### config.mk
export PLATFORM = sky130hd
export DESIGN_NAME = zion_basic_circuit_lib_rr_reg_arb
export DESIGN_NICKNAME = d
export VERILOG_FILES = /design/src/rtl/zion_basic_circuit_lib_rr_reg_arb.sv
export SDC_FILE = /design/constraint.sdc
export NUM_CORES = 1
export LEC_CHECK = 0
export BUFFER_PORTS_ARGS = -buffer_cell sky130_fd_sc_hd__clkbuf_2
export CORE_UTILIZATION = 38
export DETAILED_ROUTE_END_ITERATION = 10
export GPL_TIMING_DRIVEN = 0
export PLACE_DENSITY = 0.85
export SYNTH_ARGS = -nofsm -noshare
export SYNTH_HDL_FRONTEND = slang
export SYNTH_SLANG_ARGS = --single-unit
export TNS_END_PERCENT = 1
### constraint.sdc
create_clock -name clk -period 2.6 [get_ports clk]
set_clock_uncertainty 0.2 [all_clocks]
set_input_delay 0.13 -clock clk [delete_from_list [all_inputs] [get_ports clk]]
set_output_delay 0.13 -clock clk [all_outputs]
set_load 0.05 [all_outputs]
### src/rtl/zion_basic_circuit_lib_rr_reg_arb.sv
// Round-robin write arbiter in front of one shared enabled register.
// Define ZION_RR_REG_ARB_LOCK_EN to add the iLock port and a lock-owner FSM.
module zion_basic_circuit_lib_rr_reg_arb #(
  parameter int                NUM_REQ  = 4,
  parameter int                WIDTH    = 8,
  parameter logic [WIDTH-1:0]  INI_DATA = '0,
  // Derived from NUM_REQ; leave at its default.
  parameter int                IDX_W    = $clog2(NUM_REQ)
) (
  input  logic                     clk,
  input  logic                     rst,
  input  logic [NUM_REQ-1:0]       iVld,
  input  logic [NUM_REQ*WIDTH-1:0] iDat,
`ifdef ZION_RR_REG_ARB_LOCK_EN
  input  logic [NUM_REQ-1:0]       iLock,
`endif
  output logic [NUM_REQ-1:0]       oRdy,
  output logic [WIDTH-1:0]         oDat,
  output logic [IDX_W-1:0]         oGntIdx,
  output logic                     oUpd
);

  if (NUM_REQ < 2 || NUM_REQ > 16) begin : gBadNumReq
    $error("NUM_REQ must be within 2..16");
  end

`ifdef ZION_RR_REG_ARB_LOCK_EN
  typedef enum logic {IDLE, LOCKED} state_e;
  state_e           state_q;
  logic [IDX_W-1:0] own_q;
`endif

  logic [IDX_W-1:0] ptr_q, ptr_d;
  logic [WIDTH-1:0] dat_q, dat_d;
  logic [IDX_W-1:0] gntIdx_q;
  logic             upd_q;

  logic [IDX_W-1:0] rrIdx, gntIdx;
  logic             rrFound, gntVld, wrEn;

  // First valid requester at or after ptr, wrapping modulo NUM_REQ.
  always_comb begin
    int idx;
    idx     = 0;
    rrFound = 1'b0;
    rrIdx   = '0;
    for (int k = 0; k < NUM_REQ; k++) begin
      idx = int'(ptr_q) + k;
      if (idx >= NUM_REQ) idx = idx - NUM_REQ;
      if (!rrFound && iVld[idx]) begin
        rrFound = 1'b1;
        rrIdx   = IDX_W'(idx);
      end
    end
  end

  always_comb begin
    gntIdx = rrIdx;
    gntVld = rrFound;
`ifdef ZION_RR_REG_ARB_LOCK_EN
    if (state_q == LOCKED) begin
      gntIdx = own_q;
      gntVld = iVld[own_q];
    end
`endif
    oRdy = '0;
    if (gntVld && !rst) oRdy[gntIdx] = 1'b1;
  end

  assign wrEn  = |(iVld & oRdy);
  assign dat_d = iDat[int'(gntIdx)*WIDTH +: WIDTH];
  assign ptr_d = (gntIdx == IDX_W'(NUM_REQ-1)) ? '0 : gntIdx + 1'b1;

  always_ff @(posedge clk or posedge rst) begin
    if (rst) begin
      dat_q    <= INI_DATA;
      gntIdx_q <= '0;
      upd_q    <= 1'b0;
      ptr_q    <= '0;
`ifdef ZION_RR_REG_ARB_LOCK_EN
      state_q  <= IDLE;
      own_q    <= '0;
`endif
    end else begin
      upd_q <= wrEn;
      if (wrEn) begin
        dat_q    <= dat_d;
        gntIdx_q <= gntIdx;
      end
`ifdef ZION_RR_REG_ARB_LOCK_EN
      // A locking write parks ptr; it moves past the owner only on release.
      case (state_q)
        IDLE: begin
          if (wrEn) begin
            if (iLock[gntIdx]) begin
              state_q <= LOCKED;
              own_q   <= gntIdx;
            end else begin
              ptr_q <= ptr_d;
            end
          end
        end
        LOCKED: begin
          if (!iLock[own_q]) begin
            state_q <= IDLE;
            ptr_q   <= ptr_d;
          end
        end
        default: state_q <= IDLE;
      endcase
`else
      if (wrEn) ptr_q <= ptr_d;
`endif
    end
  end

  assign oDat    = dat_q;
  assign oGntIdx = gntIdx_q;
  assign oUpd    = upd_q;

endmodule

After elaboration in Yosys (flattened, before gate mapping)
Index checks and enable logic that the tools add are counted.
{ "classes": {"n_addsub": 8, "magnitude_cmp": 10, "eq_ne": 1, "shift": 1, "muxes": 28, "bitwise": 1, "n_reduce_logical": 10} }
{ "op_table": {"columns": ["cell", "n"], "rows": [
  ["< comparator 32 x 4 -> 1 bit, second input constant", 4],
  ["2-to-1 mux 32 bit", 4],
  ["variable part select 32 x 6 -> 8 bit", 1],
  ["2-to-1 mux 1 bit", 13],
  ["subtractor 3 x 3 -> 4 bit, second input constant", 3],
  ["2-to-1 mux 2 bit", 5],
  ["greater-or-equal comparator 3 bit, second input constant", 3],
  ["binary-select mux 1 bit (select 2 bit)", 4],
  ["adder 2 x 2 -> 3 bit, second input constant", 2],
  ["logical AND 1 bit", 5],
  ["bitwise AND 4 bit", 1],
  ["zero test 1 bit", 4],
  ["2-to-1 mux 4 bit", 1],
  ["OR reduction 4 bit", 1],
  ["subtractor 2 x 3 -> 4 bit, second input constant", 1],
  ["adder 2 x 1 -> 3 bit, second input constant", 1],
  ["greater-or-equal comparator 2 x 3 -> 1 bit, second input constant", 1],
  ["< comparator 2 x 3 -> 1 bit, second input constant", 1],
  ["adder 2 x 1 -> 2 bit, second input constant", 1],
  ["demux 1 bit (select 2 bit)", 1],
  ["equality test 2 bit, second input constant", 1],
  ["greater-or-equal comparator 2 x 1 -> 1 bit, second input constant", 1]
]} }
{ "word_totals": {"regBits": 13, "in_bits": 38, "output_inout_bits": 15} }

Logic depth before layout (Yosys ltp)
Gate-level depths: netlist of the first run.
{ "depth": {"depth_word": 22, "depth_mapped": 12, "ltp_nobuf": 10} }

Worst setup path before layout of the first run
Ideal clock, no wire load.
{ "synth_path": {"kind": "register to output", "startpoint": "register ptr_q[1]", "endpoint": "output oRdy[1]", "arrival_ns": 2.281, "path_slack_ns": -0.011, "path_stages_with_launch": 7, "path_buffers": 2, "path_cell_list": "dfrtp_1 -> mux2i_1 -> o2bb2ai_2 -> or2_1 -> buf_6 -> buf_12 -> nor3_1"} }
{ "synth_via": {"elab_chain_len": 20, "elab_cells_between_ends": 48} }
{ "synth_lines": {"columns": ["element", "line", "source"], "rows": [
  ["start: declaration", "33", "logic [IDX_W-1:0] ptr_q, ptr_d;"],
  ["start signal: assignment", "112", "if (wrEn) ptr_q <= ptr_d;"],
  ["branches (longest 19 deep; another with subtractor 3 x 3 -> 4 bit)", null, null],
  ["2-to-1 mux 4 bit *", "67", "if (gntVld && !rst) oRdy[gntIdx] = 1'b1;"],
  ["end: declaration", "17", "output logic [NUM_REQ-1:0] oRdy,"]
]} }
Every way passes the cells marked *. The select of a mux whose other input is x is not followed.

Worst setup path in the final report of the first run
{ "layout_path": {"startpoint": "register ptr_q[1]", "endpoint": "register ptr_q[1]"} }
{ "layout_via": {"elab_chain_len": 22, "elab_cells_between_ends": 53} }
{ "layout_lines": {"columns": ["element"], "rows": [
  ["branches (longest 22 deep; another with subtractor 3 x 3 -> 4 bit)"]
]} }
Several ways; the timed one is not identified. The select of a mux whose other input is x is not followed.
A chain may end at the register's enable or synchronous reset.

==> flow_metrics.env, run 1 <==
export IMPL_crit_family="compound AO/OA/AOI/OAI gates"
export IMPL_drv_slew=0
export IMPL_synth_area_sq_um=891
export IMPL_hp_class="in -> reg"
export IMPL_grt_max_degree=14
export IMPL_reg2regPathDepth=9
export IMPL_grt_use_total_pct=23.0
export IMPL_fin_cells=211
export IMPL_synth_flop_cell="dfrtp_1"
export IMPL_diodes=0
export IMPL_syn_nets=127
export IMPL_antenna_found_initial=0
export IMPL_fin_tns_setup_ns=0
export IMPL_die_area_sq_um=2540
export IMPL_slowest_stage="dfrtp_1"
export IMPL_cts_buffers=3
export IMPL_synth_seq_cells=13
export IMPL_slew_headroom_pct=65.0
export IMPL_cts_tree="yes"
export IMPL_gp_congestion=0.815
export IMPL_path_max_fanout=4
export IMPL_io_buffers=52
export IMPL_fmax_mhz=395
export IMPL_drv_cap=0
export IMPL_min_path_cells=3
export IMPL_worst_pin_slew_ns=0.524
export IMPL_whs_endpoint="oDat[2]"
export IMPL_hold_path_startpoint="iDat[26]"
export IMPL_cp_start_kind="flop"
export IMPL_timing_rr_start="ptr_q[1]"
export IMPL_start_util_pct=40.3
export IMPL_r2r_end="ptr_q[1]"
export IMPL_violations="hold timing"
export IMPL_drive_above_1_share_pct=45.9
export IMPL_wire_per_inst_um=13.7
export IMPL_h_tree_depth=1
export IMPL_avgSynthCellArea_sq_um=10.1
export IMPL_die_width_um=50.4
export IMPL_first_iter_violations=23
export IMPL_ys_top_cells_by_count="mux2i_1, dfrtp_1, nand2_1"
export IMPL_period_needed_ns=2.53
export IMPL_peakVddDrop_mv=0.753
export IMPL_power_frac_seq_pct=22.1
export IMPL_critPathMaxStageDelay_ns=0.44
export IMPL_synth_edff_count=0
export IMPL_place_ws_ns=-0.139
export IMPL_ys_seq_area_share_pct=36.5
export IMPL_fp_dieH_um=50.4
export IMPL_r2r_slack_ns=0.07
export IMPL_hpwlAfterDp_um=1840
export IMPL_synth_top_area_cell="dfrtp_1"
export IMPL_crit_chain="nand2_2, a221oi_4, or2_1, inv_2, ha_2, nor2b_2, a31oi_2, o41ai_4, mux2_4"
export IMPL_via_per_inst=5.05
export IMPL_ios=53
export IMPL_finalHoldWorstSlack_ns=-0.00728
export IMPL_nets=223
export IMPL_power_per_cell_area_nw_per_um2=1020
export IMPL_run_status="finished with violations"
export IMPL_vias=1065
export IMPL_grt_pass1_vias=1049
export IMPL_routed_wl_um=2900
export IMPL_yosysWarnings=0
export IMPL_p_clk_share_pct=7.6
export IMPL_worst_path_buf_inv=1
export IMPL_clock_latency_ns=0.27
export IMPL_sw_frac_of_total_pct=50.4
export IMPL_cp_arrival_ns=2.50
export IMPL_root_buffer="clkbuf_4"
export IMPL_grt_overflow_total=0
export IMPL_num_rows=17
export IMPL_power_switching_uw=835
export IMPL_syn2layout_area_growth_pct=83.1
export IMPL_combPwrFrac_pct=70.3
export IMPL_dpl_cell_count=168
export IMPL_layout_setup_ws_ns=0.0654
export IMPL_worstSetupEndpointType="flop"
export IMPL_synthArstFlopShare_pct=100
export IMPL_drt_pass1_iter_count=4
export IMPL_yosys_top_cells_area="dfrtp_1, mux2i_1, o221ai_1"
export IMPL_antenna_left=0
export IMPL_crit_type="reg -> reg"
export IMPL_grt_pass1_wl_um=4470
export IMPL_ctsLongestPathBuffers=2
export IMPL_clkSinkCount=13
export IMPL_yosysMostFrequentCell="mux2i_1"
export IMPL_synth_top_area_share_pct=36.5
export IMPL_finalSetupViolations=0
export IMPL_drc=0
export IMPL_period_share_pct=97.5
export IMPL_required_ns=2.56
export IMPL_p_int_uw=822
export IMPL_p_leak_nw=0.856
export IMPL_fill_cells=175
export IMPL_clk_pin_slew_ns=0.08
export IMPL_power_total_mw=1.66
export IMPL_coreArea_sq_um=2210
export IMPL_postSynthCellCount=88
export IMPL_hold_viol=1
export IMPL_ys_types=30
-- logic make-up after synthesis --
logic type / count (synthesis) / share of synthesized area, %
simple gates: 28 / 15.7
buf+inv: 10 / 7.30
fa+ha+maj: 1 / 1.40
flops: 13 / 36.5
mux: 18 / 20.4
compound gates: 18 / 18.7
-- layer usage --
layer | part of all wire [%] | vias up | GRT usage, %
met5 | 0 | - | 0
li1 | - | 515 | -
met4 | 1.1 | 0 | 7.87
met1 | 40 | 497 | 25.2
met2 | 54 | 47 | 44.2
met3 | 5.1 | 6 | 3.33
-- worst min-delay path, delay by kind of cell --
kind | cells | cell delay, ns
AO/OA/AOI/OAI | 1 | 0.17
buffers and inverters | 1 | 0.08
multiplexers | 1 | 0.05
-- how the worst max path moves through the flow --
| stage | from | endpoint | slack, ns | cells after the start |
|---|---|---|---|---|
| finish | ptr_q[1] | ptr_q[1] | 0.07 | 9 |
| floorplan | ptr_q[1] | ptr_q[1] | 0.17 | 9 |
| global route | ptr_q[1] | oDat[6] | -0.04 | 11 |
| CTS | ptr_q[1] | ptr_q[1] | 0.02 | 10 |
| detailed placement | ptr_q[1] | oDat[4] | -0.14 | 11 |
| global placement | ptr_q[1] | ptr_q[1] | 0.004 | 9 |
-- power groups by stage --
| stage | Sequential (mW) | Clock [mW] | Combinational [mW] |
|---|---|---|---|
| CTS | 0.364 | 0.129 | 1.08 |
| finish | 0.367 | 0.126 | 1.16 |
| global placement | 0.360 | 0 | 0.904 |
| global route | 0.375 | 0.138 | 1.22 |
| floorplan | 0.630 | 0 | 0.447 |
| detailed placement | 0.364 | 0 | 0.930 |
-- layout make-up --
class | count | area [sq um] | share of cell area [%]
multi-input combinational | 65 | 548 | 33.6
clock buffer | 4 | 26.3 | 1.61
sequential | 13 | 325 | 19.9
tap | 28 | 35.0 | 2.15
inverter | 7 | 26.3 | 1.61
buffer | 3 | 42.5 | 2.61
timing repair buffer | 91 | 628 | 38.5
-- layout by cell type (no fill, tap or decap), types with 4 or more instances in the layout --
| master | synthesis | routed |
|---|---|---|
| dlygate4sd3_1 | 0 | 30 |
| buf_4 | 1 | 9 |
| nand2_1 | 13 | 12 |
| clkbuf_2 | 0 | 52 |
| dfrtp_1 | 13 | 13 |
| o221ai_1 | 8 | 7 |
| inv_2 | 2 | 4 |
| mux2i_1 | 17 | 17 |
-- registers in the layout (all words and copies together) (netlist names) --
| name | cells |
|---|---|
| oUpd | 1 |
| ptr_q | 2 |
| oDat | 8 |
| oGntIdx | 2 |
-- per-stage QoR --
step / instance area (sq um) / utilization (%) / hold WS, ns
after CTS: 1580 / 71.5 / 0.000577
final: 1630 / 73.8 / -0.00728
after global routing: 1630 / 73.8 / 0.0220
after global placement: 1190 / 53.8 / -0.00691
after detailed placement: 1190 / 53.8 / 0.00613
after floorplan: 896 / - / -0.193
-- timing repair --
action                                  4_1_cts  5_1_grt
hold buffers                                 30        0
pin swaps                                     6        4
gates resized for setup                       6        5
endpoints found under the setup margin       12       12
endpoints found under the hold margin        21        0
setup buffers                                 5        4
(Power assumes the default switching activity.)
==> run 2: changes to the inputs <==
--- a/config.mk
+++ b/config.mk
@@ -6,7 +6,9 @@
 export NUM_CORES = 1
 export LEC_CHECK = 0
 export BUFFER_PORTS_ARGS = -buffer_cell sky130_fd_sc_hd__clkbuf_2
-export CORE_UTILIZATION = 38
+export CELL_PAD_IN_SITES_DETAIL_PLACEMENT = 0
+export CELL_PAD_IN_SITES_GLOBAL_PLACEMENT = 2
+export CORE_UTILIZATION = 21
 export DETAILED_ROUTE_END_ITERATION = 10
 export GPL_TIMING_DRIVEN = 0
 export PLACE_DENSITY = 0.85
==> flow_metrics.env, run 2 (synthesis results as in run 1) <==
export IMPL_power_total_mw=1.61
export IMPL_clock_latency_ns=0.24
export IMPL_power_frac_seq_pct=22.5
export IMPL_worst_pin_slew_ns=0.527
export IMPL_seq_area_sq_um=327
export IMPL_sw_frac_of_total_pct=51.8
export IMPL_drv_cap=0
export IMPL_vias=944
export IMPL_reg2regPathDepth=11
export IMPL_power_switching_uw=832
export IMPL_worstSetupEndpointType="flop"
export IMPL_cp_arrival_ns=2.49
export IMPL_root_buffer="clkbuf_8"
export IMPL_wire_per_inst_um=14.4
export IMPL_period_share_pct=97.0
export IMPL_grt_busiest_layer="met2"
export IMPL_finalHoldWorstSlack_ns=0.000803
export IMPL_drc=0
export IMPL_via_per_inst=4.70
export IMPL_start_util_pct=22.1
export IMPL_crit_type="reg -> reg"
export IMPL_hold_path_startpoint="iDat[6]"
export IMPL_first_iter_violations=15
export IMPL_use_met1_pct=14.6
export IMPL_p_clk_share_pct=11.1
export IMPL_fmax_mhz=397
export IMPL_antenna_found_initial=0
export IMPL_hold_viol=0
export IMPL_ctsLongestPathBuffers=2
export IMPL_cts_buffers=3
export IMPL_grt_max_degree=14
export IMPL_fill_cells=425
export IMPL_grt_use_met3_pct=2.20
export IMPL_largest_register_ffs=8
export IMPL_hpwlAfterDp_um=2010
export IMPL_die_area_sq_um=4510
export IMPL_finalSetupViolations=0
export IMPL_fin_util_pct=34.7
export IMPL_num_rows=23
export IMPL_grt_use_total_pct=13.0
export IMPL_fp_dieH_um=67.1
export IMPL_p_leak_nw=0.730
export IMPL_ios=53
export IMPL_startpoint="ptr_q[1]"
export IMPL_power_per_cell_area_nw_per_um2=1150
export IMPL_multiInputGateArea_sq_um=581
export IMPL_path_max_fanout=4
export IMPL_drv_slew=0
export IMPL_grt_pass1_vias=906
export IMPL_grt_pass1_wl_um=4150
export IMPL_required_ns=2.56
export IMPL_gp_congestion=0.812
export IMPL_antenna_left=0
export IMPL_final_cell_mix="clkbuf_2, mux2i_1, nand2_1, dfrtp_1"
export IMPL_min_path_cells=3
export IMPL_slew_headroom_pct=64.8
export IMPL_grt_overflow_total=0
export IMPL_routed_wl_um=2900
export IMPL_p_int_uw=775
export IMPL_cp_start_kind="flop"
export IMPL_grtUsageMet2_pct=23.4
export IMPL_coreArea_sq_um=4030
export IMPL_die_width_um=67.1
export IMPL_drt_pass1_iter_count=4
export IMPL_cts_tree="yes"
export IMPL_nets=191
export IMPL_final_common_cell="clkbuf_2"
export IMPL_clkSinkCount=13
export IMPL_combPwrFrac_pct=66.4
export IMPL_clk_pin_slew_ns=0.06
export IMPL_h_tree_depth=1
export IMPL_syn2layout_area_growth_pct=56.9
export IMPL_io_buffers=52
export IMPL_peakVddDrop_mv=0.412
export IMPL_diodes=0
export IMPL_period_needed_ns=2.52
export IMPL_timing_rr_start="ptr_q[1]"
export IMPL_run_status="complete, no violations"
export IMPL_hp_class="in -> reg"
export IMPL_drive_above_1_share_pct=55.0
## run 2: cell count changes in the layout (fill, tap and decap cells not counted), moves of 2 or more
cell / delta
buf_4: -2
clkbuf_4: -3
clkbuf_8: +3
dlygate4sd3_1: -29
inv_2: -2
## run 2: layout make-up
type,instances,share of cell area (%)
plain buffers,2,2.24
clock buffers,4,3.22
inverters,7,2.06
multi-input cells,65,41.5
flip-flops and latches,13,23.4
well taps,50,4.48
repair buffers,60,23.1
## run 2: worst paths after layout
kind,to,slack (ns)
setup / recovery,ptr_q[0],0.08
hold / removal,oDat[6],0.0008
setup reg to reg,ptr_q[0],0.08
hold reg to reg,oGntIdx[0],0.29
max in group asynchronous,ptr_q[1],1.53
min in group asynchronous,oDat[6],0.29
## run 2: critical path, cell delays in order (launching register included)
cell	delay, ns
dfrtp_2	0.41
mux2i_2	0.25
o2bb2ai_2	0.10
or2_1	0.29
inv_4	0.08
ha_4	0.15
nor2b_4	0.05
a31oi_4	0.18
o41ai_4	0.12
buf_4	0.19
or3_4	0.36
o21ai_2	0.07
## run 2: per-stage QoR
step                setup TNS (ns)  cells  worst slack, ns  cell area, sq um
detailed placement           -1.04    190           -0.113              1220
finish                           0    201           0.0789              1400
floorplan                        0     88            0.170               896
global route               -0.0238    201          -0.0238              1400
CTS                              0    202          0.00529              1360
global placement            -0.528    190          -0.0579              1220
## run 2: power by group through the flow
stage | clock network (mW) | registers (mW) | logic (mW)
detailed placement | 0 | 0.358 | 0.943
global route | 0.197 | 0.374 | 1.14
finish | 0.179 | 0.362 | 1.07
global placement | 0 | 0.360 | 0.925
floorplan | 0 | 0.630 | 0.447
CTS | 0.187 | 0.357 | 1.03
## run 2: what timing repair did
action,CTS,global route
setup endpoints to repair,12,14
endpoints found under the hold margin,13,0
setup buffers,7,0
gates resized for setup,6,12
pin swaps,6,4
hold buffers,1,0
## run 2: metal layers
layer	share of wire (%)	up-vias	routed length [um]
li1	-	451	-
met1	41	444	1200
met2	51	45	1470
met3	6.0	4	173
met4	1.7	0	50
met5	0	-	0
==> run 3: changes to the inputs <==
--- a/config.mk
+++ b/config.mk
@@ -5,13 +5,15 @@
 export SDC_FILE = /design/constraint.sdc
 export NUM_CORES = 1
 export LEC_CHECK = 0
+export ABC_AREA = 1
 export BUFFER_PORTS_ARGS = -buffer_cell sky130_fd_sc_hd__clkbuf_2
 export CELL_PAD_IN_SITES_DETAIL_PLACEMENT = 0
 export CELL_PAD_IN_SITES_GLOBAL_PLACEMENT = 2
 export CORE_UTILIZATION = 21
 export DETAILED_ROUTE_END_ITERATION = 10
 export GPL_TIMING_DRIVEN = 0
-export PLACE_DENSITY = 0.85
+export PLACE_DENSITY = 0.86
+export SETUP_SLACK_MARGIN = 0.5
 export SYNTH_ARGS = -nofsm -noshare
 export SYNTH_HDL_FRONTEND = slang
 export SYNTH_SLANG_ARGS = --single-unit
==> flow_metrics.env, run 3 <==
export IMPL_run_status="complete, no violations"
export IMPL_start_util_pct=21.9
export IMPL_worst_pin_slew_ns=0.588
export IMPL_diodes=0
export IMPL_worst_path_buf_inv=5
export IMPL_crit_type="reg -> out"
export IMPL_die_width_um=80.8
export IMPL_critPathMaxStageDelay_ns=0.44
export IMPL_grt_pass1_vias=1488
export IMPL_required_ns=2.27
export IMPL_avgSynthCellArea_sq_um=6.06
export IMPL_ys_types=20
export IMPL_fin_cells=363
export IMPL_synth_flop_cell="dfrtp_1"
export IMPL_syn2layout_area_growth_pct=57.9
export IMPL_ios=53
export IMPL_wl_met2_um=2000
export IMPL_drv_cap=0
export IMPL_syn_nets=254
export IMPL_cts_tree="yes"
export IMPL_cp_start_kind="flop"
export IMPL_clkSinkCount=13
export IMPL_hp_class="in -> reg"
export IMPL_yosysMostFrequentCell="nand2_1"
export IMPL_final_cell_mix="nand2_1, clkbuf_2, nand4_1"
export IMPL_antenna_found_initial=0
export IMPL_synth_seq_cells=13
export IMPL_finalSetupViolations=0
export IMPL_coreArea_sq_um=5960
export IMPL_grt_pass1_wl_um=6790
export IMPL_clock_latency_ns=0.24
export IMPL_finalHoldWorstSlack_ns=0.0779
export IMPL_yosys_top_cells_area="nand2_1, dfrtp_1, nand4_1"
export IMPL_crit_chain="buf_6, nand2_1, nand3_2, nand2_2, nand2_2, nand3_4, nand3_4, buf_8, inv_6, ha_4, inv_4, nor2_4, buf_8"
export IMPL_final_common_cell="nand2_1"
export IMPL_hpwlAfterDp_um=3150
export IMPL_wire_per_inst_um=11.6
export IMPL_hold_viol=0
export IMPL_layout_setup_ws_ns=0.187
export IMPL_vias=1573
export IMPL_met3_length_um=162
export IMPL_worstSetupEndpointType="primary output"
export IMPL_synth_area_sq_um=1300
export IMPL_drt_pass1_iter_count=4
export IMPL_clk_pin_slew_ns=0.05
export IMPL_synth_top_area_cell="nand2_1"
export IMPL_antenna_left=0
export IMPL_cts_buffers=3
export IMPL_drt_met1_wl_um=2040
export IMPL_die_area_sq_um=6520
export IMPL_ys_seq_area_share_pct=25.0
export IMPL_drv_slew=0
export IMPL_fmax_mhz=414
export IMPL_slew_headroom_pct=60.7
export IMPL_grt_use_total_pct=13.5
export IMPL_dpl_cell_count=342
export IMPL_synth_top_area_share_pct=27.4
export IMPL_path_max_fanout=5
export IMPL_grt_overflow_total=0
export IMPL_drc=0
export IMPL_period_share_pct=92.8
export IMPL_top_layer_used="met4"
export IMPL_synthArstFlopShare_pct=100
export IMPL_postSynthCellCount=215
export IMPL_nets=328
export IMPL_via_per_inst=4.33
export IMPL_grt_max_degree=14
export IMPL_place_ws_ns=-0.0804
export IMPL_ctsLongestPathBuffers=2
export IMPL_fp_dieH_um=80.8
export IMPL_first_iter_violations=38
export IMPL_yosysWarnings=0
export IMPL_root_buffer="clkbuf_8"
export IMPL_ys_top_cells_by_count="nand2_1, inv_1, nand4_1"
export IMPL_h_tree_depth=1
export IMPL_cp_arrival_ns=2.08
export IMPL_gp_congestion=0.738
export IMPL_largest_register_ffs=8
export IMPL_rsz0062_at_grt="true"
export IMPL_slowest_stage="dfrtp_2"
export IMPL_synth_edff_count=0
export IMPL_routed_wl_um=4220
export IMPL_num_rows=28
export IMPL_drive_above_1_share_pct=45.8
export IMPL_period_needed_ns=2.41
export IMPL_crit_family="simple AND/OR/NAND/NOR gates"
export IMPL_io_buffers=52
run 3: layout make-up:
type	count	area, sq um
Buffer	10	95.1
Clock buffer	4	45.0
Fill cell	655	3900
Inverter	34	141
Multi-Input combinational cell	158	937
Sequential cell	13	328
Tap cell	75	93.8
Timing Repair Buffer	69	417
run 3: path summary, 6_finish.rpt:
path / to / slack (ns) / cells past startpoint / from
worst max register to register: oDat[7] / 0.23 / 16 / ptr_q[0]
min in group asynchronous: oDat[1] / 0.46 / 3 / rst
worst min register to register: oGntIdx[1] / 0.29 / 1 / oGntIdx[1]
max in group asynchronous: ptr_q[1] / 1.32 / 3 / rst
worst min-delay path: oDat[2] / 0.08 / 7 / iDat[2]
worst max-delay path: oRdy[3] / 0.19 / 13 / ptr_q[0]
run 3: logic make-up after synthesis:
family | Yosys count | share of synthesized area, %
flops | 13 | 25.0
buf+inv | 44 | 15.2
simple gates | 155 | 57.8
compound gates | 2 | 1.06
fa+ha+maj | 1 | 0.960
run 3: stage by stage:
step | cell area, sq um | util, % | TNS [ns]
global route | 2060 | 34.5 | 0
finish | 2060 | 34.5 | 0
CTS | 1970 | 33.1 | 0
floorplan | 1360 | - | 0
global placement | 1710 | 28.8 | -0.547
detailed placement | 1710 | 28.8 | -0.521
run 3: worst register-to-register path, delay by kind of cell, from the launching register on:
family                   cells  cell delay, ns
AND/OR/NAND/NOR             10            0.98
adder cells (fa/ha/maj)      1            0.13
buffers and inverters        5            0.51
flip-flops                   1            0.44
run 3: metal layers:
layer  global-route usage [%]  vias to the layer above
met1                     18.0                      700
met3                     1.24                        4
met2                     23.4                       33
met5                        0                        -
li1                         -                      836
met4                     3.21                        0
run 3: timing repair:
| action | CTS | global route |
|---|---|---|
| pin swaps | 14 | 11 |
| resized for setup | 32 | 19 |
| hold buffers | 1 | 0 |
| gates cloned | 2 | 0 |
| setup buffers | 11 | 3 |
| setup endpoints to repair | 17 | 17 |
| hold endpoints to repair | 13 | 0 |
Power of run 3 is not shown: default switching activity piles up to over one toggle a cycle in this logic, so the estimate is an artifact.
